[config.mk]
export PLATFORM = sky130hd
export DESIGN_NAME = serial_link_arbiter
export DESIGN_NICKNAME = d
export VERILOG_FILES = /design/src/rtl/serial_link_arbiter.sv
export SDC_FILE = /design/constraint.sdc
export NUM_CORES = 1
export LEC_CHECK = 0
export BUFFER_PORTS_ARGS = -buffer_cell sky130_fd_sc_hd__buf_2
export CAP_MARGIN = 10
export CORE_MARGIN = 8
export CORE_UTILIZATION = 39
export DETAILED_ROUTE_END_ITERATION = 12
export MAX_ROUTING_LAYER = met4
export PLACE_DENSITY = 0.89
export SLEW_MARGIN = 20
export SYNTH_ARGS = -nofsm -noshare
export SYNTH_HDL_FRONTEND = slang
export SYNTH_SLANG_ARGS = --single-unit
[constraint.sdc]
create_clock -name clock -period 2.75 [get_ports clock]
set_clock_uncertainty 0.15 [all_clocks]
set_input_delay 0.55 -clock clock [delete_from_list [all_inputs] [get_ports clock]]
set_output_delay 0.55 -clock clock [all_outputs]
set_load 0.02 [all_outputs]
[src/rtl/serial_link_arbiter.sv]
`default_nettype none
// ============================================================================
// Module      : serial_link_arbiter
// Description : Shares one 32-bit serial link among NCLIENTS packet clients;
//               round-robin outbound, in-order inbound routing via a FIFO.
// Revision    : 1.0 - initial release
// ============================================================================
module serial_link_arbiter #(
  parameter int NCLIENTS = 2,
  parameter int DEPTH    = 4,
  parameter int LEN_BITS = 8
) (
  input  logic                   clock,
  input  logic                   reset,
  input  logic [NCLIENTS-1:0]    client_out_valid,
  output logic [NCLIENTS-1:0]    client_out_ready,
  input  logic [32*NCLIENTS-1:0] client_out_bits,
  output logic [NCLIENTS-1:0]    client_in_valid,
  input  logic [NCLIENTS-1:0]    client_in_ready,
  output logic [32*NCLIENTS-1:0] client_in_bits,
  output logic                   serial_out_valid,
  input  logic                   serial_out_ready,
  output logic [31:0]            serial_out_bits,
  input  logic                   serial_in_valid,
  output logic                   serial_in_ready,
  input  logic [31:0]            serial_in_bits,
  output logic                   busy
);

  localparam int c_IDW = (NCLIENTS > 1) ? $clog2(NCLIENTS) : 1;
  localparam int c_SW  = c_IDW + 1;
  localparam int c_PW  = (DEPTH > 1) ? $clog2(DEPTH) : 1;
  localparam int c_CW  = $clog2(DEPTH + 1);

  typedef enum logic [1:0] {OIDLE = 2'd0, OHDR = 2'd1, OBODY = 2'd2} ostate_e;
  typedef enum logic [1:0] {IIDLE = 2'd0, IHDR = 2'd1, IBODY = 2'd2} istate_e;

  ostate_e             o_state_q, o_state_d;
  istate_e             i_state_q, i_state_d;
  logic [c_IDW-1:0]    owner_q, owner_d;
  logic [c_IDW-1:0]    rr_ptr_q, rr_ptr_d;
  logic [c_IDW-1:0]    target_q, target_d;
  logic [LEN_BITS-1:0] rem_q, rem_d;
  logic [LEN_BITS-1:0] rem_in_q, rem_in_d;
  logic [c_IDW-1:0]    fifo_mem_q [DEPTH];
  logic [c_PW-1:0]     wr_ptr_q, wr_ptr_d;
  logic [c_PW-1:0]     rd_ptr_q, rd_ptr_d;
  logic [c_CW-1:0]     count_q, count_d;

  logic                fifo_push, fifo_pop, fifo_full, fifo_empty;
  logic [2*NCLIENTS-1:0] req_dbl;
  logic [NCLIENTS-1:0] req_rot;
  logic [c_SW-1:0]     pick_sum;
  logic [c_IDW-1:0]    pick;
  logic                pick_found;
  logic [c_SW-1:0]     owner_inc;
  logic                o_xfer, i_xfer;

  assign fifo_full      = (count_q == c_CW'(DEPTH));
  assign fifo_empty     = (count_q == '0);
  assign busy           = (o_state_q != OIDLE) || !fifo_empty;
  assign client_in_bits = {NCLIENTS{serial_in_bits}};

  // Rotate requests so bit 0 is rr_ptr; lowest set bit is the winner.
  always_comb begin
    req_dbl    = {client_out_valid, client_out_valid};
    req_rot    = NCLIENTS'(req_dbl >> rr_ptr_q);
    pick_sum   = '0;
    pick_found = 1'b0;
    for (int j = NCLIENTS - 1; j >= 0; j--) begin
      if (req_rot[j]) begin
        pick_sum   = {1'b0, rr_ptr_q} + c_SW'(j);
        pick_found = 1'b1;
      end
    end
    if (pick_sum >= c_SW'(NCLIENTS)) pick_sum = pick_sum - c_SW'(NCLIENTS);
    pick = pick_sum[c_IDW-1:0];
  end

  always_comb begin
    serial_out_bits = '0;
    for (int i = 0; i < NCLIENTS; i++) begin
      if (owner_q == c_IDW'(i)) serial_out_bits = client_out_bits[32*i +: 32];
    end
  end

  always_comb begin
    o_state_d        = o_state_q;
    owner_d          = owner_q;
    rr_ptr_d         = rr_ptr_q;
    rem_d            = rem_q;
    client_out_ready = '0;
    serial_out_valid = 1'b0;
    fifo_push        = 1'b0;
    owner_inc        = {1'b0, owner_q} + c_SW'(1);
    if (owner_inc >= c_SW'(NCLIENTS)) owner_inc = '0;
    if (o_state_q != OIDLE) begin
      serial_out_valid          = client_out_valid[owner_q];
      client_out_ready[owner_q] = serial_out_ready;
    end
    o_xfer = serial_out_valid && serial_out_ready;
    case (o_state_q)
      OIDLE: begin
        if (pick_found && !fifo_full) begin
          owner_d   = pick;
          o_state_d = OHDR;
        end
      end
      OHDR: begin
        if (o_xfer) begin
          fifo_push = 1'b1;
          rem_d     = serial_out_bits[LEN_BITS-1:0];
          rr_ptr_d  = owner_inc[c_IDW-1:0];
          o_state_d = (serial_out_bits[LEN_BITS-1:0] == '0) ? OIDLE : OBODY;
        end
      end
      OBODY: begin
        if (o_xfer) begin
          rem_d = rem_q - LEN_BITS'(1);
          if (rem_q == LEN_BITS'(1)) o_state_d = OIDLE;
        end
      end
      default: o_state_d = OIDLE;
    endcase
  end

  // Target stays at the FIFO head for the whole response; pop on its last word.
  always_comb begin
    i_state_d       = i_state_q;
    target_d        = target_q;
    rem_in_d        = rem_in_q;
    client_in_valid = '0;
    serial_in_ready = 1'b0;
    fifo_pop        = 1'b0;
    if (i_state_q != IIDLE) begin
      client_in_valid[target_q] = serial_in_valid;
      serial_in_ready           = client_in_ready[target_q];
    end
    i_xfer = serial_in_valid && serial_in_ready;
    case (i_state_q)
      IIDLE: begin
        if (!fifo_empty) begin
          target_d  = fifo_mem_q[rd_ptr_q];
          i_state_d = IHDR;
        end
      end
      IHDR: begin
        if (i_xfer) begin
          rem_in_d = serial_in_bits[LEN_BITS-1:0];
          if (serial_in_bits[LEN_BITS-1:0] == '0) begin
            fifo_pop  = 1'b1;
            i_state_d = IIDLE;
          end else begin
            i_state_d = IBODY;
          end
        end
      end
      IBODY: begin
        if (i_xfer) begin
          rem_in_d = rem_in_q - LEN_BITS'(1);
          if (rem_in_q == LEN_BITS'(1)) begin
            fifo_pop  = 1'b1;
            i_state_d = IIDLE;
          end
        end
      end
      default: i_state_d = IIDLE;
    endcase
  end

  always_comb begin
    wr_ptr_d = wr_ptr_q;
    rd_ptr_d = rd_ptr_q;
    count_d  = count_q;
    if (fifo_push) wr_ptr_d = (wr_ptr_q == c_PW'(DEPTH - 1)) ? '0 : wr_ptr_q + c_PW'(1);
    if (fifo_pop)  rd_ptr_d = (rd_ptr_q == c_PW'(DEPTH - 1)) ? '0 : rd_ptr_q + c_PW'(1);
    case ({fifo_push, fifo_pop})
      2'b10:   count_d = count_q + c_CW'(1);
      2'b01:   count_d = count_q - c_CW'(1);
      default: count_d = count_q;
    endcase
  end

  always_ff @(posedge clock) begin
    if (fifo_push) fifo_mem_q[wr_ptr_q] <= owner_q;
  end

  always_ff @(posedge clock) begin
    if (reset) begin
      o_state_q <= OIDLE;
      i_state_q <= IIDLE;
      owner_q   <= '0;
      rr_ptr_q  <= '0;
      target_q  <= '0;
      rem_q     <= '0;
      rem_in_q  <= '0;
      wr_ptr_q  <= '0;
      rd_ptr_q  <= '0;
      count_q   <= '0;
    end else begin
      o_state_q <= o_state_d;
      i_state_q <= i_state_d;
      owner_q   <= owner_d;
      rr_ptr_q  <= rr_ptr_d;
      target_q  <= target_d;
      rem_q     <= rem_d;
      rem_in_q  <= rem_in_d;
      wr_ptr_q  <= wr_ptr_d;
      rd_ptr_q  <= rd_ptr_d;
      count_q   <= count_d;
    end
  end

endmodule
`default_nettype wire

==> results of run 1 <==
## metal layers
| layer | up-vias | global-route usage | wire [um] |
|---|---|---|---|
| met1 | 1403 | 0.171 | 3680 |
| met3 | 24 | 0.0508 | 760 |
| li1 | 1462 | - | - |
| met4 | 0 | 0.0683 | 212 |
| met2 | 179 | 0.289 | 4800 |
| met5 | - | - | 0 |
## cell type report
type	instances	area, um2
Clock buffer	5	68.8
Tap cell	105	131
Timing Repair Buffer	163	895
Clock inverter	3	16.3
Sequential cell	34	724
Fill cell	801	4260
Inverter	21	78.8
Multi-Input combinational cell	242	1880
## cell usage after synthesis (4+ instances only)
cell and number:
dfxtp_1 30, buf_4 64, a21oi_1 17, nand3_1 6
buf_2 6, o21ai_0 13, a31oi_1 5, nor2b_1 7
clkbuf_1 5, nand2b_1 6, inv_1 19, or3_1 6
and2_1 6, nor2_1 25, mux2_2 33, o211ai_1 4
mux2i_1 7, nor3_1 7, nor4_1 4, edfxtp_1 4
nand2_1 20, ha_1 13, a22oi_1 4
## flip-flops by register name, indices dropped and copies added (netlist names)
name	count
rem_in_q	8
rem_q	8
fifo_mem_q	4
count_q	3
i_state_q	2
o_state_q	2
rd_ptr_q	2
wr_ptr_q	2
owner_q	1
rr_ptr_q	1
target_q	1
## path summary, 6_finish.rpt
check / from / slack [ns] / end / depth (start not counted)
setup / recovery: serial_in_bits[6] / 0.07 / count_q[2] / 10
hold reg to reg: i_state_q[1] / 0.33 / i_state_q[1] / 2
hold / removal: i_state_q[1] / 0.33 / i_state_q[1] / 2
setup reg to reg: rem_in_q[1] / 0.10 / count_q[2] / 11
## stage by stage
step | TNS (ns) | cell area, um2 | setup WS (ns)
2_1_floorplan | 0 | 3190 | 0.0117
3_3_place_gp | -0.148 | 3670 | -0.134
3_5_place_dp | -0.352 | 3670 | -0.245
4_1_cts | 0 | 3760 | 0.00544
5_1_grt | -0.0182 | 3790 | -0.0182
6_report | 0 | 3790 | 0.0705
## what timing repair did
item                                    in CTS  in global routing
endpoints found under the setup margin       1                  2
cloned                                       0                  0
resized for setup                            1                 11
setup buffers                                0                  1
pin swaps                                    0                  4
## cells by family after synthesis
| group | synth area share |
|---|---|
| adders and majority gates | 0.0577 |
| DFF | 0.228 |
| xor gates and xnor gates | 0.00554 |
| AOI/OAI and AO/OA | 0.177 |
| buffers and inverters | 0.194 |
| muxes | 0.151 |
| and+or+nand+nor | 0.187 |
## critical path, cell delays in order
cell	delay, ns
buf_2	0.13
nor4_4	0.31
nand3_2	0.12
a2111oi_4	0.41
ha_2	0.26
inv_2	0.04
fa_2	0.32
xor2_1	0.16
or3_1	0.31
a21oi_1	0.13
## report_power, final
group / switching (W) / internal, W / leakage (nW)
Clock: 0.000183 / 0.000173 / 0.0416
Combinational: 0.000325 / 0.000244 / 1.29
Sequential: 0.0000296 / 0.000525 / 0.281
==> results.ini, run 1 <==
[sta]
rsz0062_at_grt = true
hold-worst-slack_ns = 0.328
period_needed_ns = 2.68
max_freq_mhz = 373
tightest_slew_ns = 0.683
report.final.slew_viol_count = 0
finalSetupViolCount = 0
period_share = 0.974
relSlewSlack = 0.544
final-hold-violation-count = 0

[grt]
grt_pass1_wl_mm = 15.2
grt_start_max_net_pins = 45
grt_pass1_vias = 3266
grt_overflow_total = 0
grt_usage = 0.166
antenna_found_initial = 0

[clock_tree]
numCtsBuffers = 5
htree_levels = 2
ctsHoldBuffers = 0
cts-root-buf = clkbuf_8
clock-sinks = 34
clockBufferDepth = 2
clk_pin_slew_ns = 0.07
insertion_delay_ns = 0.29
cts_tree = built

[power_and_ir_drop]
p_leak_nw = 1.62
power.total_w = 0.00148
ir_drop_v = 0.000182
power_density_nw_per_um2 = 390

[yosys]
synth_flop_cell = dfxtp_1
synth-async-reset-ratio = 0
yosys.area.top_type_share = 0.190
ys_seq_area_frac = 0.228
synth_cell_types = 65
synth_nets = 491
synth_edf_count = 4
synthTopCellsByArea = dfxtp_1 19%, buf_4 15%, mux2_2 12%
synth_area_leader_cell = dfxtp_1
synth_area_per_cell_um2 = 8.48
syn_area_um2 = 3160
ys_ff_latch = 34
syn_inst = 373
ys.warnings.count = 0

[routing]
wire_per_inst_um = 16.5
wirelength_mm = 9.45
vias = 3068
drt-initial-drc-count = 120
avgViaCountPerCell = 5.35
drtPass1Iterations = 5
drc = 0
postRouteAntennaNets = 0

[die]
start_util = 0.393
row_count = 33
pin_count = 207
dieArea_um2 = 11300
die_y_um = 106
die_x_um = 106
fp.coreArea_um2 = 8050

[setup_path]
critPathMaxFanout = 4
criticalPathCategory = input pin to register
crit_path_end_kind = register
arrival_ns = 2.74
cp-start-kind = input pin
crit_required_ns = 2.81

[job]
drv_cap = 0

[placement]
place_congestion = 0.878
dp.cells = 564
hpwlAfterDp_mm = 7.79
io_buffers = 134

[layout]
utilization = 0.471
finalNetCount = 585
final_common_cell = buf_2
area_growth_pct = 19.9
n_antenna_cell = 0
final_cell_count_no_fill = 573
drive_above_1_share = 0.494
final_cell_mix = 133 x buf_2, 33 x mux2_2, 29 x buf_4

[hold_path]
hold_path.class = register to register

[status]
status = finished clean

Note: power is estimated with default switching activity, not from simulation.
==> run 2: changes to the inputs <==
--- a/config.mk
+++ b/config.mk
@@ -12,6 +12,7 @@
 export DETAILED_ROUTE_END_ITERATION = 12
 export MAX_ROUTING_LAYER = met4
 export PLACE_DENSITY = 0.89
+export REMOVE_ABC_BUFFERS = 1
 export SLEW_MARGIN = 20
 export SYNTH_ARGS = -nofsm -noshare
 export SYNTH_HDL_FRONTEND = slang
==> results.ini, run 2 (synthesized netlist as in run 1, its figures left out) <==
[setup_path]
critPathBufInv = 2
crit_required_ns = 2.81
slowest_stage = a2111oi_4
arrival_ns = 2.93
crit_path_end_kind = register
cp-start-kind = register
critPathMaxStageDelay_ns = 0.41
crit_family = adder cells
cp_common_cell = inv_2
crit_path_cell_trace = inv_2 > ha_4 > nor3b_4 > nand3_2 > a2111oi_4 > ha_2 > inv_2 > fa_2 > xor2_2 > or3_1 > a21oi_2
critPathMaxFanout = 2
criticalPathCategory = register to register

[clock_tree]
cts-root-buf = clkbuf_8
clockBufferDepth = 2
numCtsBuffers = 5
htree_levels = 2
clock-sinks = 34
cts_tree = built
clk_pin_slew_ns = 0.07
insertion_delay_ns = 0.28

[sta]
max_freq_mhz = 349
finalSetupViolCount = 1
period_needed_ns = 2.87
rsz0062_at_grt = true
fin_ws_ns = -0.117
period_share = 1.04
relSlewSlack = 0.528
final.setup.tns_ns = -0.117
report.final.slew_viol_count = 0
final-hold-violation-count = 0
tightest_slew_ns = 0.705

[die]
pin_count = 207
die_x_um = 106
dieArea_um2 = 11300
die_y_um = 106
fp.coreArea_um2 = 8050
start_util = 0.393
row_count = 33

[layout]
area_growth_pct = 19.8
finalNetCount = 583
num-fill-cells = 763
final_common_cell = buf_2
final_cell_count_no_fill = 572
drive_above_1_share = 0.496
top_regs = rem_in_q x8, rem_q x8, fifo_mem_q x4
final_cell_mix = 134 x buf_2, 33 x mux2_2, 27 x buf_4

[placement]
io_buffers = 134
dp.cells = 562
place_congestion = 1.00
hpwlAfterDp_mm = 9.88

[status]
status = finished with violations
violations = setup timing

[power_and_ir_drop]
p_leak_nw = 1.61
power_density_nw_per_um2 = 399
ir_drop_v = 0.000193

[routing]
wire_per_inst_um = 21.0
wirelength_mm = 12.0
postRouteAntennaNets = 0
avgViaCountPerCell = 5.48
drtPass1Iterations = 4
vias = 3136
drt-initial-drc-count = 238
drc = 0

[grt]
grt_overflow_total = 0
antenna_found_initial = 1
grt_pass1_wl_mm = 17.7
grt_start_max_net_pins = 45
grt_usage = 0.205
grt_pass1_vias = 3205

[job]
drv_cap = 0

[hold_path]
hold_path.class = register to register

run 2: report_power, final:
part	internal, W	leakage [nW]	switching [W]
clock	0.000202	0.0482	0.000180
sequential	0.000525	0.282	0.0000309
combinational	0.000242	1.28	0.000332
total	0.000969	1.61	0.000543
run 2: tightest hold or removal path, delay by kind of cell, from the launching register on:
| family | cells | cell delay, ns |
|---|---|---|
| simple gates | 1 | 0.06 |
| flops | 1 | 0.34 |
| compound gates | 1 | 0.05 |
run 2: repair_timing:
item | CTS | global route
endpoints found under the hold margin | 0 | 0
pin swaps | 1 | 7
hold buffers | 0 | 0
resized for setup | 2 | 14
setup endpoints to repair | 1 | 1
setup buffers | 0 | 1
run 2: path summary, 6_finish.rpt:
kind                                  start    endpoint  slack, ns  depth (start not counted)
worst max-delay path            rem_in_q[1]  count_q[2]      -0.12                         11
worst min register to register     rem_q[1]    rem_q[1]       0.35                          2
worst min-delay path               rem_q[1]    rem_q[1]       0.35                          2
worst max register to register  rem_in_q[1]  count_q[2]      -0.12                         11
run 2: routing by layer:
metal / up-vias / share of wire / global-route usage / routed length, um
met3: 14 / 0.13 / 0.109 / 1610
met1: 1459 / 0.41 / 0.239 / 4890
met5: - / 0 / - / 0
met2: 202 / 0.45 / 0.307 / 5380
met4: 0 / 0.012 / 0.0402 / 148
li1: 1461 / - / - / -
run 2: stage by stage:
stage	power, W	hold slack [ns]	instance area, um2	worst slack, ns	utilization
after floorplan	0.000878	0.298	2630	-0.515	-
after global placement	0.00111	0.313	3630	-0.244	0.451
after detailed placement	0.00113	0.336	3630	-0.304	0.451
after CTS	0.00151	0.347	3730	0.00704	0.464
after global routing	0.00159	0.363	3790	-0.230	0.471
final	0.00151	0.348	3790	-0.117	0.471
run 2: area by class of cell:
class                   count  area [um2]  share of cell area
diodes                      1        2.50            0.000660
clock inverters             1        5.00             0.00132
clock buffers               7        86.3              0.0228
inverters                  21        78.8              0.0208
repair buffers            161         873               0.230
well taps                 105         131              0.0347
multi-input cells         242        1890               0.498
flip-flops and latches     34         726               0.191
==> run 3: changes to the inputs <==
--- a/config.mk
+++ b/config.mk
@@ -5,7 +5,7 @@
 export SDC_FILE = /design/constraint.sdc
 export NUM_CORES = 1
 export LEC_CHECK = 0
-export BUFFER_PORTS_ARGS = -buffer_cell sky130_fd_sc_hd__buf_2
+export BUFFER_PORTS_ARGS = -buffer_cell sky130_fd_sc_hd__clkbuf_2
 export CAP_MARGIN = 10
 export CORE_MARGIN = 8
 export CORE_UTILIZATION = 39
==> results.ini, run 3 (synthesized netlist as in run 1, its figures left out) <==
[setup_path]
reg2reg_from = rem_in_q[1]
critPathLaunch = serial_in_bits[7]
critPathMaxFanout = 4
crit_path_end_kind = register
arrival_ns = 2.76
crit_required_ns = 2.83
criticalPathCategory = input pin to register
ff2ff_setup_slack_ns = 0.10
cp-start-kind = input pin

[sta]
rsz0062_at_grt = true
hold-worst-slack_ns = 0.344
period_needed_ns = 2.68
final-hold-violation-count = 0
tightest_slew_ns = 0.699
report.final.slew_viol_count = 0
fin_ws_ns = 0.0702
period_share = 0.974
max_freq_mhz = 373
relSlewSlack = 0.532
finalSetupViolCount = 0

[grt]
grt_pass1_wl_mm = 17.5
antenna_found_initial = 0
grt_overflow_total = 0
grt_pass1_vias = 3169
grt_usage = 0.204
grt_start_max_net_pins = 45

[clock_tree]
cts_tree = built
numCtsBuffers = 5
clock-sinks = 34
htree_levels = 2
clk_pin_slew_ns = 0.08
ctsHoldBuffers = 0
insertion_delay_ns = 0.29
clockBufferDepth = 2
cts-root-buf = clkbuf_8

[power_and_ir_drop]
p_int_w = 0.000967
p_switching_w = 0.000547
pwr-share-seq = 0.367
p_leak_nw = 1.64
ir_drop_v = 0.000159
clockPowerShare = 0.254
p_comb_frac = 0.379
power_density_nw_per_um2 = 402
power.total_w = 0.00151
p_sw_frac = 0.361

[job]
drv_cap = 0

[layout]
n_antenna_cell = 0
finalNetCount = 583
area_growth_pct = 18.9
top_regs = rem_in_q x8, rem_q x8, fifo_mem_q x4
final_common_cell = clkbuf_2
drive_above_1_share = 0.483
num-fill-cells = 769
final_cell_mix = 134 x clkbuf_2, 33 x mux2_2, 28 x dfxtp_1

[routing]
avgViaCountPerCell = 5.46
drc = 0
vias = 3117
drtPass1Iterations = 5
wire_per_inst_um = 20.6
wirelength_mm = 11.7
postRouteAntennaNets = 0
drt-initial-drc-count = 230

[die]
dieArea_um2 = 11300
fp.coreArea_um2 = 8050
die_x_um = 106
die_y_um = 106
pin_count = 207
start_util = 0.393
row_count = 33

[hold_path]
hold_path.class = register to register
hold_start = rem_q[1]

[placement]
io_buffers = 134
pre_cts_slack_ns = -0.319
place_congestion = 0.998
hpwlAfterDp_mm = 9.97

[status]
status = finished clean

## run 3: changes by cell type in the layout (fill, tap and decap cells not counted), sizes merged
| cell | delta |
|---|---|
| diode | -1 |
| buf | -134 |
| clkbuf | +134 |
## run 3: layout make-up
class / count / area, um2 / area share
clock buffer: 7 / 86.3 / 0.0229
clock inverter: 1 / 5.00 / 0.00133
inverter: 21 / 78.8 / 0.0209
multi-input combinational: 242 / 1870 / 0.496
sequential: 34 / 723 / 0.192
tap: 105 / 131 / 0.0349
timing repair buffer: 161 / 873 / 0.232
## run 3: what timing repair did
action                     4_1_cts  5_1_grt
gates resized for setup          3        6
setup endpoints to repair        1        1
pin swaps                        4        6
cloned                           0        0
buffers inserted                 1        0
## run 3: final timing paths
| path | to | cells past startpoint |
|---|---|---|
| setup / recovery | count_q[2] | 10 |
| hold / removal | rem_q[1] | 2 |
| hold reg to reg | rem_q[1] | 2 |
| setup reg to reg | count_q[2] | 11 |
## run 3: per-layer routing
metal,vias up,wire [um],share of wire,global-route usage
li1,1464,-,-,-
met1,1406,4410,0.38,0.226
met2,227,5200,0.44,0.298
met3,20,1940,0.16,0.130
met4,0,199,0.017,0.0573
met5,-,0,0,-
## run 3: critical path: stages
cell and delay, ns:
clkbuf_2 0.12, nor4_4 0.31, nand3_2 0.14, a2111oi_4 0.39, ha_2 0.26, inv_2 0.04, fa_2 0.35, xor2_1 0.17
or3_1 0.31, a21oi_1 0.11
## run 3: per-stage QoR
stage | area, um2 | utilization | setup TNS, ns | instances
after global placement | 3630 | 0.451 | -0.229 | 562
after detailed placement | 3630 | 0.451 | -0.378 | 562
after CTS | 3740 | 0.464 | 0 | 571
after global routing | 3760 | 0.467 | -0.0207 | 571
final | 3760 | 0.467 | 0 | 571
after floorplan | 2630 | - | -1.04 | 297
## run 3: power groups by stage
stage | registers, W | logic [W] | clock network (W)
after floorplan | 0.000571 | 0.000307 | 0
after global placement | 0.000562 | 0.000549 | 0
after detailed placement | 0.000565 | 0.000563 | 0
after CTS | 0.000554 | 0.000567 | 0.000396
after global routing | 0.000558 | 0.000621 | 0.000419
final | 0.000555 | 0.000574 | 0.000385
